$ cat src/rtl/mismatch_monitor_if.sv
// Purpose: bundles the monitor's control inputs and status outputs.
// Latency: none (wiring only).
// Backpressure: none; the clear request/acknowledge pair is the only handshake.
interface mismatch_monitor_if #(
  parameter int CNT_W = 8
);
  logic             en;
  logic             p;
  logic             clr_req;
  logic             clr_ack;
  logic             mismatch;
  logic             evt_pulse;
  logic             alarm;
  logic [CNT_W-1:0] event_cnt;

  // Supervisor side: drives enable, flag and clear request.
  modport master (
    output en, p, clr_req,
    input  clr_ack, mismatch, evt_pulse, alarm, event_cnt
  );

  // Monitor side.
  modport slave (
    input  en, p, clr_req,
    output clr_ack, mismatch, evt_pulse, alarm, event_cnt
  );
endinterface

$ cat src/rtl/mismatch_monitor.sv
// Purpose: glitch-filters the active-low mismatch flag, counts confirmed events, sticky alarm, clear handshake.
// Latency: mismatch/evt_pulse/alarm change FILT_LEN-1 edges after the first qualifying sample; clear acts on the edge clr_req is first seen high.
// Backpressure: none; clr_ack is a one-cycle pulse per clr_req rising edge, holding clr_req high does nothing more.
module mismatch_monitor #(
  parameter int FILT_LEN = 4,
  parameter int CNT_W    = 8
) (
  input logic          clk,
  input logic          rst_n,
  mismatch_monitor_if.slave mon
);

  typedef enum logic [1:0] {IDLE, FILT, ACTIVE, RECOV} state_t;

  // Terminal run count: the FILT_LEN-th consecutive sample arrives when the counter already holds FILT_LEN-1.
  localparam logic [3:0]       RUN_LAST = 4'(FILT_LEN - 1);
  localparam logic [CNT_W-1:0] CNT_MAX  = {CNT_W{1'b1}};
  localparam logic [CNT_W-1:0] CNT_ONE  = {{(CNT_W-1){1'b0}}, 1'b1};

  state_t           r_state;
  state_t           w_state_nxt;
  logic [3:0]       r_run;
  logic [3:0]       w_run_nxt;
  logic             r_mismatch;
  logic             w_mismatch_nxt;
  logic             w_evt;
  logic             r_evt_pulse;
  logic             r_alarm;
  logic             w_alarm_nxt;
  logic [CNT_W-1:0] r_event_cnt;
  logic [CNT_W-1:0] w_cnt_base;
  logic [CNT_W-1:0] w_cnt_nxt;
  logic             r_clr_req_q;
  logic             w_clr_rise;
  logic             r_clr_ack;

  // Filter FSM state, run counter and filtered level registers.
  always_ff @(posedge clk or negedge rst_n) begin
    if (!rst_n) begin
      r_state    <= IDLE;
      r_run      <= 4'd0;
      r_mismatch <= 1'b0;
    end else begin
      r_state    <= w_state_nxt;
      r_run      <= w_run_nxt;
      r_mismatch <= w_mismatch_nxt;
    end
  end

  // Next-state logic: a run of FILT_LEN identical samples is needed to enter or leave the mismatch condition.
  always_comb begin
    w_state_nxt    = r_state;
    w_run_nxt      = r_run;
    w_mismatch_nxt = r_mismatch;
    w_evt          = 1'b0;
    if (!mon.en) begin
      w_state_nxt    = IDLE;
      w_run_nxt      = 4'd0;
      w_mismatch_nxt = 1'b0;
    end else begin
      case (r_state)
        IDLE: begin
          if (!mon.p) begin
            w_run_nxt   = 4'd1;
            w_state_nxt = FILT;
          end
        end
        FILT: begin
          if (mon.p) begin
            w_run_nxt   = 4'd0;
            w_state_nxt = IDLE;
          end else if (r_run == RUN_LAST) begin
            w_run_nxt      = 4'd0;
            w_state_nxt    = ACTIVE;
            w_mismatch_nxt = 1'b1;
            w_evt          = 1'b1;
          end else begin
            w_run_nxt = r_run + 4'd1;
          end
        end
        ACTIVE: begin
          if (mon.p) begin
            w_run_nxt   = 4'd1;
            w_state_nxt = RECOV;
          end
        end
        RECOV: begin
          if (!mon.p) begin
            w_run_nxt   = 4'd0;
            w_state_nxt = ACTIVE;
          end else if (r_run == RUN_LAST) begin
            w_run_nxt      = 4'd0;
            w_state_nxt    = IDLE;
            w_mismatch_nxt = 1'b0;
          end else begin
            w_run_nxt = r_run + 4'd1;
          end
        end
        default: begin
          w_run_nxt   = 4'd0;
          w_state_nxt = IDLE;
        end
      endcase
    end
  end

  // Clear edge detect; alarm/count update with the clear applied before a same-cycle event.
  always_comb begin
    w_clr_rise  = mon.clr_req & ~r_clr_req_q;
    w_cnt_base  = w_clr_rise ? '0 : r_event_cnt;
    w_cnt_nxt   = w_cnt_base;
    w_alarm_nxt = w_clr_rise ? 1'b0 : r_alarm;
    if (w_evt) begin
      w_alarm_nxt = 1'b1;
      if (w_cnt_base != CNT_MAX) begin
        w_cnt_nxt = w_cnt_base + CNT_ONE;
      end
    end
  end

  // Event, alarm, counter and handshake registers; alarm/count survive en=0.
  always_ff @(posedge clk or negedge rst_n) begin
    if (!rst_n) begin
      r_evt_pulse <= 1'b0;
      r_alarm     <= 1'b0;
      r_event_cnt <= '0;
      r_clr_req_q <= 1'b0;
      r_clr_ack   <= 1'b0;
    end else begin
      r_evt_pulse <= w_evt;
      r_alarm     <= w_alarm_nxt;
      r_event_cnt <= w_cnt_nxt;
      r_clr_req_q <= mon.clr_req;
      r_clr_ack   <= w_clr_rise;
    end
  end

  assign mon.mismatch  = r_mismatch;
  assign mon.evt_pulse = r_evt_pulse;
  assign mon.alarm     = r_alarm;
  assign mon.event_cnt = r_event_cnt;
  assign mon.clr_ack   = r_clr_ack;

endmodule

$ cat src/flat_wrapper.sv
// flat-port wrapper written by rule: the top's interface ports become plain ports
module mismatch_monitor_flat 
#(
  parameter int FILT_LEN = 4,
  parameter int CNT_W    = 8
)
  (clk, rst_n, mon_en, mon_p, mon_clr_req, mon_clr_ack, mon_mismatch, mon_evt_pulse, mon_alarm, mon_event_cnt);
  mismatch_monitor_if #(.CNT_W(CNT_W)) mon_i ();
  input logic clk;
  input logic rst_n;
  input wire logic [$bits(mon_i.en)-1:0] mon_en;
  input wire logic [$bits(mon_i.p)-1:0] mon_p;
  input wire logic [$bits(mon_i.clr_req)-1:0] mon_clr_req;
  output wire logic [$bits(mon_i.clr_ack)-1:0] mon_clr_ack;
  output wire logic [$bits(mon_i.mismatch)-1:0] mon_mismatch;
  output wire logic [$bits(mon_i.evt_pulse)-1:0] mon_evt_pulse;
  output wire logic [$bits(mon_i.alarm)-1:0] mon_alarm;
  output wire logic [$bits(mon_i.event_cnt)-1:0] mon_event_cnt;
  assign mon_i.en = mon_en;
  assign mon_i.p = mon_p;
  assign mon_i.clr_req = mon_clr_req;
  assign mon_clr_ack = mon_i.clr_ack;
  assign mon_mismatch = mon_i.mismatch;
  assign mon_evt_pulse = mon_i.evt_pulse;
  assign mon_alarm = mon_i.alarm;
  assign mon_event_cnt = mon_i.event_cnt;
  mismatch_monitor #(.FILT_LEN(FILT_LEN), .CNT_W(CNT_W)) u_core (.clk(clk), .rst_n(rst_n), .mon(mon_i));
endmodule
$ cat config.mk
export PLATFORM = sky130hd
export DESIGN_NAME = mismatch_monitor_flat
export DESIGN_NICKNAME = d
export VERILOG_FILES = /design/src/rtl/mismatch_monitor_if.sv /design/src/rtl/mismatch_monitor.sv /design/src/flat_wrapper.sv
export SDC_FILE = /design/constraint.sdc
export NUM_CORES = 1
export LEC_CHECK = 0
export ABC_AREA = 1
export CORE_MARGIN = 4
export CORE_UTILIZATION = 45
export CTS_CLUSTER_DIAMETER = 30
export DETAILED_ROUTE_END_ITERATION = 10
export GPL_ROUTABILITY_DRIVEN = 0
export GPL_TIMING_DRIVEN = 0
export PLACE_DENSITY_LB_ADDON = 0.08
export SKIP_CTS_REPAIR_TIMING = 1
export SYNTH_ARGS = -nofsm -noshare
export SYNTH_HDL_FRONTEND = slang
export SYNTH_SLANG_ARGS = --single-unit
$ cat constraint.sdc
create_clock -name clk -period 1.8 [get_ports clk]
set_clock_uncertainty 0.05 [all_clocks]
set_input_delay 0.36 -clock clk [delete_from_list [all_inputs] [get_ports clk]]
set_output_delay 0.36 -clock clk [all_outputs]
set_load 0.05 [all_outputs]
==> run metrics, run 1 <==
status finished, final reports clean; Vias 965; DRT iter0 DRCs 19; Netlist cell types 24; Synth Area in Adders around 2.3%; min Tclk post-route 1680 ps; first-pass GRT wire length roughly 4000 um; Power Dens Cells slightly above 500 nW/um^2; largest net degree at the start of global routing 20; Mapped Cells between 100 and 150; Final Hold Fails 0; Critical Path RT approximately 2000 ps; Global Route Usage Sum 14.7%; Core ar. 2280 um^2; hold_sp u_core.r_clr_req_q; final setup violating endpoints 0; post-route cell area approximately 1400 um^2; critical-path cell list clkdlybuf4s50_1 > nand2_2 > buf_6 > nand2_1 > inv_2 > ha_4 > nand4_2 > nor2_1 > nand3_1 > nand3_1; Worst Setup SP mon_clr_req; final antenna-violating net count 0; row cnt 17; chip width 57.6 um; placed cell count 188; Placement Setup Slack -394 ps; kind of critical path input pin to flop; Vert. Die Dim between 50 and 60 um; number of global-route vias before repair around 900; IO Port Bufs 16; worst-skew pair later-pin latency 290 ps; residual DRC count 0; antenna fix cells 0; First-pass DRT Iterations 4; max cap viols 0; CTS tree yes; Rel. slew slack 43.7%; Final Cycle Share 93.2%; H-tree depth 1; largest family of logic cells by synthesized area simple AND/OR/NAND/NOR gates; Post-Synth XOR/XNOR Area 0.793%; detailed placement HPWL 1650 um; final net count roughly 180; worst reg2reg path startpoint u_core.r_clr_req_q; Mapped Area about 1100 um^2; antenna violations before repair 0; Total Routed Length 2250 um; Seq/Total Area, Yosys 43.0%; starting density of the core 48.5%; fraction of layout cells with a size suffix above 1 16.0%; multiplexer area fraction after synthesis 0%; vias per cell ~4.9; Tightest Pin Transition 842 ps; RSZ-0062 raised after global routing false; min-delay worst type flop to flop; Num CTS Buffers 3; Layout area overhead 29.4%; WL per Instance 11.4 um; CTS max path bufs 2; area of the die 3310 um^2; Synthesis Warnings 0; critical path peak fanout 5; Finished Layout Cells 197; Worst-path clk slew 100 ps; final slew viol count 0; Synth Area per Inst 7.67 um^2; clock sinks 19; clock root buffer clkbuf_4; P_leak between 0.9 and 1 nW; Area after DPL 1300 um^2; Arr. time, crit path about 1900 ps; register bit count reported by yosys 19; I/O pins 17; complex-gate fraction of the synthesized area 6.46%; Sum Neg Setup Slack 0 ps; Overflow after GRT 0; CP most frequent cell nand3_1; Syn Nets roughly 150; CP Capture Type flop; Final WS setup 122 ps; Max VDD drop 0.465 mV; simple-gate share of the synthesized area 35.8%; max incr delay on CP 450 ps; Setup crit start kind input pin; Slowest-stage cell, CP clkdlybuf4s50_1; fmax 0.596 GHz
flip-flops by register name, summed over array words and instances (netlist names):
register              flops
u_core.r_run              4
u_core.r_clr_req_q        1
u_core.mon.alarm          1
u_core.mon.event_cnt      8
u_core.mon.clr_ack        1
u_core.mon.evt_pulse      1
u_core.r_state            2
u_core.mon.mismatch       1
layer usage:
| layer | global-route usage (%) | wire (um) | up-vias |
|---|---|---|---|
| li1 | - | - | 501 |
| met1 | 19.7 | 1080 | 445 |
| met2 | 22.7 | 1040 | 17 |
| met3 | 5.43 | 115 | 2 |
| met4 | 2.98 | 12 | 0 |
| met5 | 0 | 0 | - |
critical path: cells and delay by family:
| family | cells | cell delay (ps) |
|---|---|---|
| buffers and inverters | 3 | 650 |
| adders and majority gates | 1 | 140 |
| and+or+nand+nor | 6 | 710 |
logic make-up (layout without fill, tap and decap cells):
| family | after synthesis | after routing |
|---|---|---|
| flip-flops | 19 | 19 |
| adder cells (fa/ha/maj) | 2 | 2 |
| AND/OR/NAND/NOR | 80 | 80 |
| XOR/XNOR | 1 | 1 |
| AO/OA/AOI/OAI | 13 | 13 |
| buffers and inverters | 29 | 54 |
final cells by class:
type | count | area [um^2]
timing repair buffer | 21 | 228
tap | 28 | 35.0
multi-input combinational | 96 | 537
clock buffer | 4 | 26.3
inverter | 27 | 103
buffer | 2 | 26.3
sequential | 19 | 475
fill | 204 | 846
per-stage QoR:
stage	utilization, %	total power [W]	hold slack [ps]
final	62.8	0.000742	430
after global routing	62.8	0.000786	468
after CTS	58.3	0.000747	448
after detailed placement	57.1	0.000530	424
after global placement	57.1	0.000528	415
after floorplan	-	0.000497	14.4
path summary, 6_finish.rpt:
kind | depth (start not counted) | slack (ps) | to
min in group asynchronous | 1 | 490 | u_core.mon.clr_ack
min reg2reg | 1 | 430 | u_core.mon.clr_ack
max reg2reg | 10 | 240 | u_core.mon.event_cnt[7]
max | 10 | 120 | u_core.mon.event_cnt[7]
max in group asynchronous | 1 | 700 | u_core.mon.evt_pulse
min | 1 | 430 | u_core.mon.clr_ack
synthesized netlist by cell type (all sizes together):
master	number	area, um^2
xor2	1	8.76
ha	2	25.0
nand3	18	105
nand4	3	25.0
o21ai	7	35.0
inv	26	97.6
o21bai	1	7.51
clkinv	1	5.00
dfrtp	19	475
a21oi	3	15.0
nor2	13	72.6
nand2	45	181
a21boi	1	7.51
buf	2	26.3
o22ai	1	6.26
nand3b	1	11.3
power breakdown:
group          switching [W]  leakage [nW]  internal, W
registers         0.00000969         0.259     0.000437
logic              0.0000503         0.703    0.0000324
clock network       0.000127        0.0150    0.0000863
total               0.000187         0.977     0.000555
cell usage in the layout, fill, tap and decap left out, types with 2 or more instances in the layout:
cell type and instances:
a21oi_1 3, clkdlybuf4s50_1 4, inv_1 25, dfrtp_1 19, nor2_2 2, nor2_1 8, buf_4 5, nand2_1 41
nand3_2 3, nand2_2 3, nand3_1 15, nor2_4 2, dlymetal6s2s_1 12, o21ai_0 6, clkbuf_4 3, nand4_1 2
No activity file was read; power rests on OpenSTA's default activity.
==> run 2: changes to the inputs <==
--- a/config.mk
+++ b/config.mk
@@ -9,6 +9,7 @@
 export CORE_MARGIN = 4
 export CORE_UTILIZATION = 45
 export CTS_CLUSTER_DIAMETER = 30
+export CTS_CLUSTER_SIZE = 25
 export DETAILED_ROUTE_END_ITERATION = 10
 export GPL_ROUTABILITY_DRIVEN = 0
 export GPL_TIMING_DRIVEN = 0
==> results of run 2 <==
Same layout as run 1: the final DEF is identical, and so are final timing and power.
==> run 3: changes to the inputs <==
--- a/config.mk
+++ b/config.mk
@@ -11,6 +11,7 @@
 export CTS_CLUSTER_DIAMETER = 30
 export CTS_CLUSTER_SIZE = 25
 export DETAILED_ROUTE_END_ITERATION = 10
+export DONT_BUFFER_PORTS = 1
 export GPL_ROUTABILITY_DRIVEN = 0
 export GPL_TIMING_DRIVEN = 0
 export PLACE_DENSITY_LB_ADDON = 0.08
==> run 3 against run 2 <==
Total power up 1.2%; register-to-register slack got worse by 140 ps; first-iteration DRC count grew 26%; combinational power down 19%; cell count fell by 7.1%; die area unchanged.
==> run metrics, run 3 (same netlist as run 1, synthesis figures left out) <==
Setup crit start kind flop; R2R Setup Slk 100 ps; CTS max path bufs 2; Global Route Usage Sum between 10 and 15%; Max VDD drop about 0.31 mV; antenna fix cells 0; First-pass DRT Iterations 4; Vert. Die Dim 57.6 um; worst min-delay path endpoint u_core.r_state[0]; Overflow after GRT 0; power share of the sequential group about three fifths; Placement Setup Slack -89.1 ps; Power Dens Cells between 500 and 600 nW/um^2; Tightest Pin Transition 854 ps; residual DRC count 0; Critical Path RT roughly 2000 ps; P_sw 0.000206 W; kind of critical path flop to flop; switching part of the total power a little over a quarter; FF-to-FF path depth 9; clock share of power 31.0%; Arr. time, crit path 1900 ps; commonest non-fill, non-tap cell in the layout nand2_1; area of the die 3310 um^2; Sum Neg Setup Slack 0 ps; final net count about 160; min-delay worst type input pin to flop; detailed placement HPWL 1590 um; chip width 57.6 um; final slew viol count 0; CTS tree yes; min Tclk post-route around 1700 ps; P_leak 0.705 nW; Core ar. 2280 um^2; hold_sp mon_en; DRT iter0 DRCs 24; max FFs per register 8; Rel. slew slack 42.9%; critical path peak fanout 5; fraction of layout cells with a size suffix above 1 18.1%; WL met2 1030 um; Finished Layout Cells 183; row cnt 17; Final Hold Fails 0; cell internal pwr 0.000546 W; Metal-1 WL 1080 um; Vias 940; Total Routed Length 2280 um; WL per Instance 12.5 um; hold path cells 2; Worst-path clk slew roughly 120 ps; vias per cell 5.14; clock sinks 19; CP Capture Type flop; metal3 WL 137 um; antenna violations before repair 0; Fillers 214; clock root buffer clkbuf_4; number of global-route vias before repair 824; top sig layer met4; Final Cycle Share 94.5%; Num CTS Buffers 3; final setup violating endpoints 0; max cap viols 0; fmax 0.588 GHz; post-route cell area 1260 um^2; first-pass GRT wire length 3610 um; Area after DPL 1140 um^2; Final WS setup 98.6 ps; starting density of the core 48.5%; I/O pins 17; largest net degree at the start of global routing 20; H-tree depth 1; Layout area overhead 13.7%; IO Port Bufs 0; R2R Path End u_core.mon.event_cnt[1]; placed cell count 172; final antenna-violating net count 0; Gate power share 8.9%; worst-skew pair later-pin latency about 310 ps; worst reg2reg path startpoint u_core.mon.event_cnt[1]; most frequent cells in the layout nand2_1, inv_1, dfrtp_1; status finished, final reports clean
[run 3: cell types whose count changed in the layout (fill, tap and decap cells not counted), sizes merged]
cell / delta
dlymetal6s2s: -12
clkdlybuf4s50: -4
dlygate4sd3: +2
clkbuf: -1
clkinvlp: +1
[run 3: per-stage QoR]
step / utilization (%) / hold slack, ps / power [W]
after global routing: 55.2 / 107 / 0.000793
final: 55.2 / 125 / 0.000751
after global placement: 50.1 / 14.9 / 0.000507
after floorplan: - / 14.4 / 0.000497
after detailed placement: 50.1 / 14.9 / 0.000508
after CTS: 51.4 / -338 / 0.000743
[run 3: power by group through the flow]
stage / clock network, W / registers, W / logic, W
6_report: 0.000233 / 0.000451 / 0.0000671
5_1_grt: 0.000264 / 0.000453 / 0.0000761
4_1_cts: 0.000243 / 0.000451 / 0.0000489
3_5_place_dp: 0 / 0.000459 / 0.0000487
3_3_place_gp: 0 / 0.000459 / 0.0000477
2_1_floorplan: 0 / 0.000457 / 0.0000400
[run 3: how the worst max path moves through the flow]
stage                                  from                      end  cells after the start
global placement    u_core.mon.event_cnt[0]  u_core.mon.event_cnt[0]                      9
CTS                 u_core.mon.event_cnt[0]  u_core.mon.event_cnt[1]                      9
floorplan           u_core.mon.event_cnt[0]  u_core.mon.event_cnt[0]                      8
detailed placement  u_core.mon.event_cnt[0]  u_core.mon.event_cnt[1]                      9
global route             u_core.r_clr_req_q  u_core.mon.event_cnt[0]                     12
finish              u_core.mon.event_cnt[1]  u_core.mon.event_cnt[1]                      9
[run 3: worst max-delay path: stages (launching register included)]
cell and delay, ps:
dfrtp_2 550, inv_1 90, nor2_2 190, ha_4 190, nand2_1 70, nor2_2 190, nand3b_4 120, nand2_1 90
nand2_1 50, nand2_1 50
[run 3: final cells by class]
| cell class | count | area [um^2] | area share [%] |
|---|---|---|---|
| multi-input cells | 96 | 527 | 41.9 |
| flip-flops and latches | 19 | 478 | 38.0 |
| inverters | 27 | 103 | 8.17 |
| repair buffers | 7 | 57.6 | 4.58 |
| well taps | 28 | 35.0 | 2.79 |
| plain buffers | 2 | 26.3 | 2.09 |
| clock buffers | 3 | 22.5 | 1.79 |
| clock inverters | 1 | 7.51 | 0.598 |
[run 3: layer usage]
metal  global-route usage (%)  vias to the layer above
met3                     4.07                        6
met1                     18.3                      434
li1                         -                      471
met5                        0                        -
met4                     5.96                        0
met2                     20.6                       29
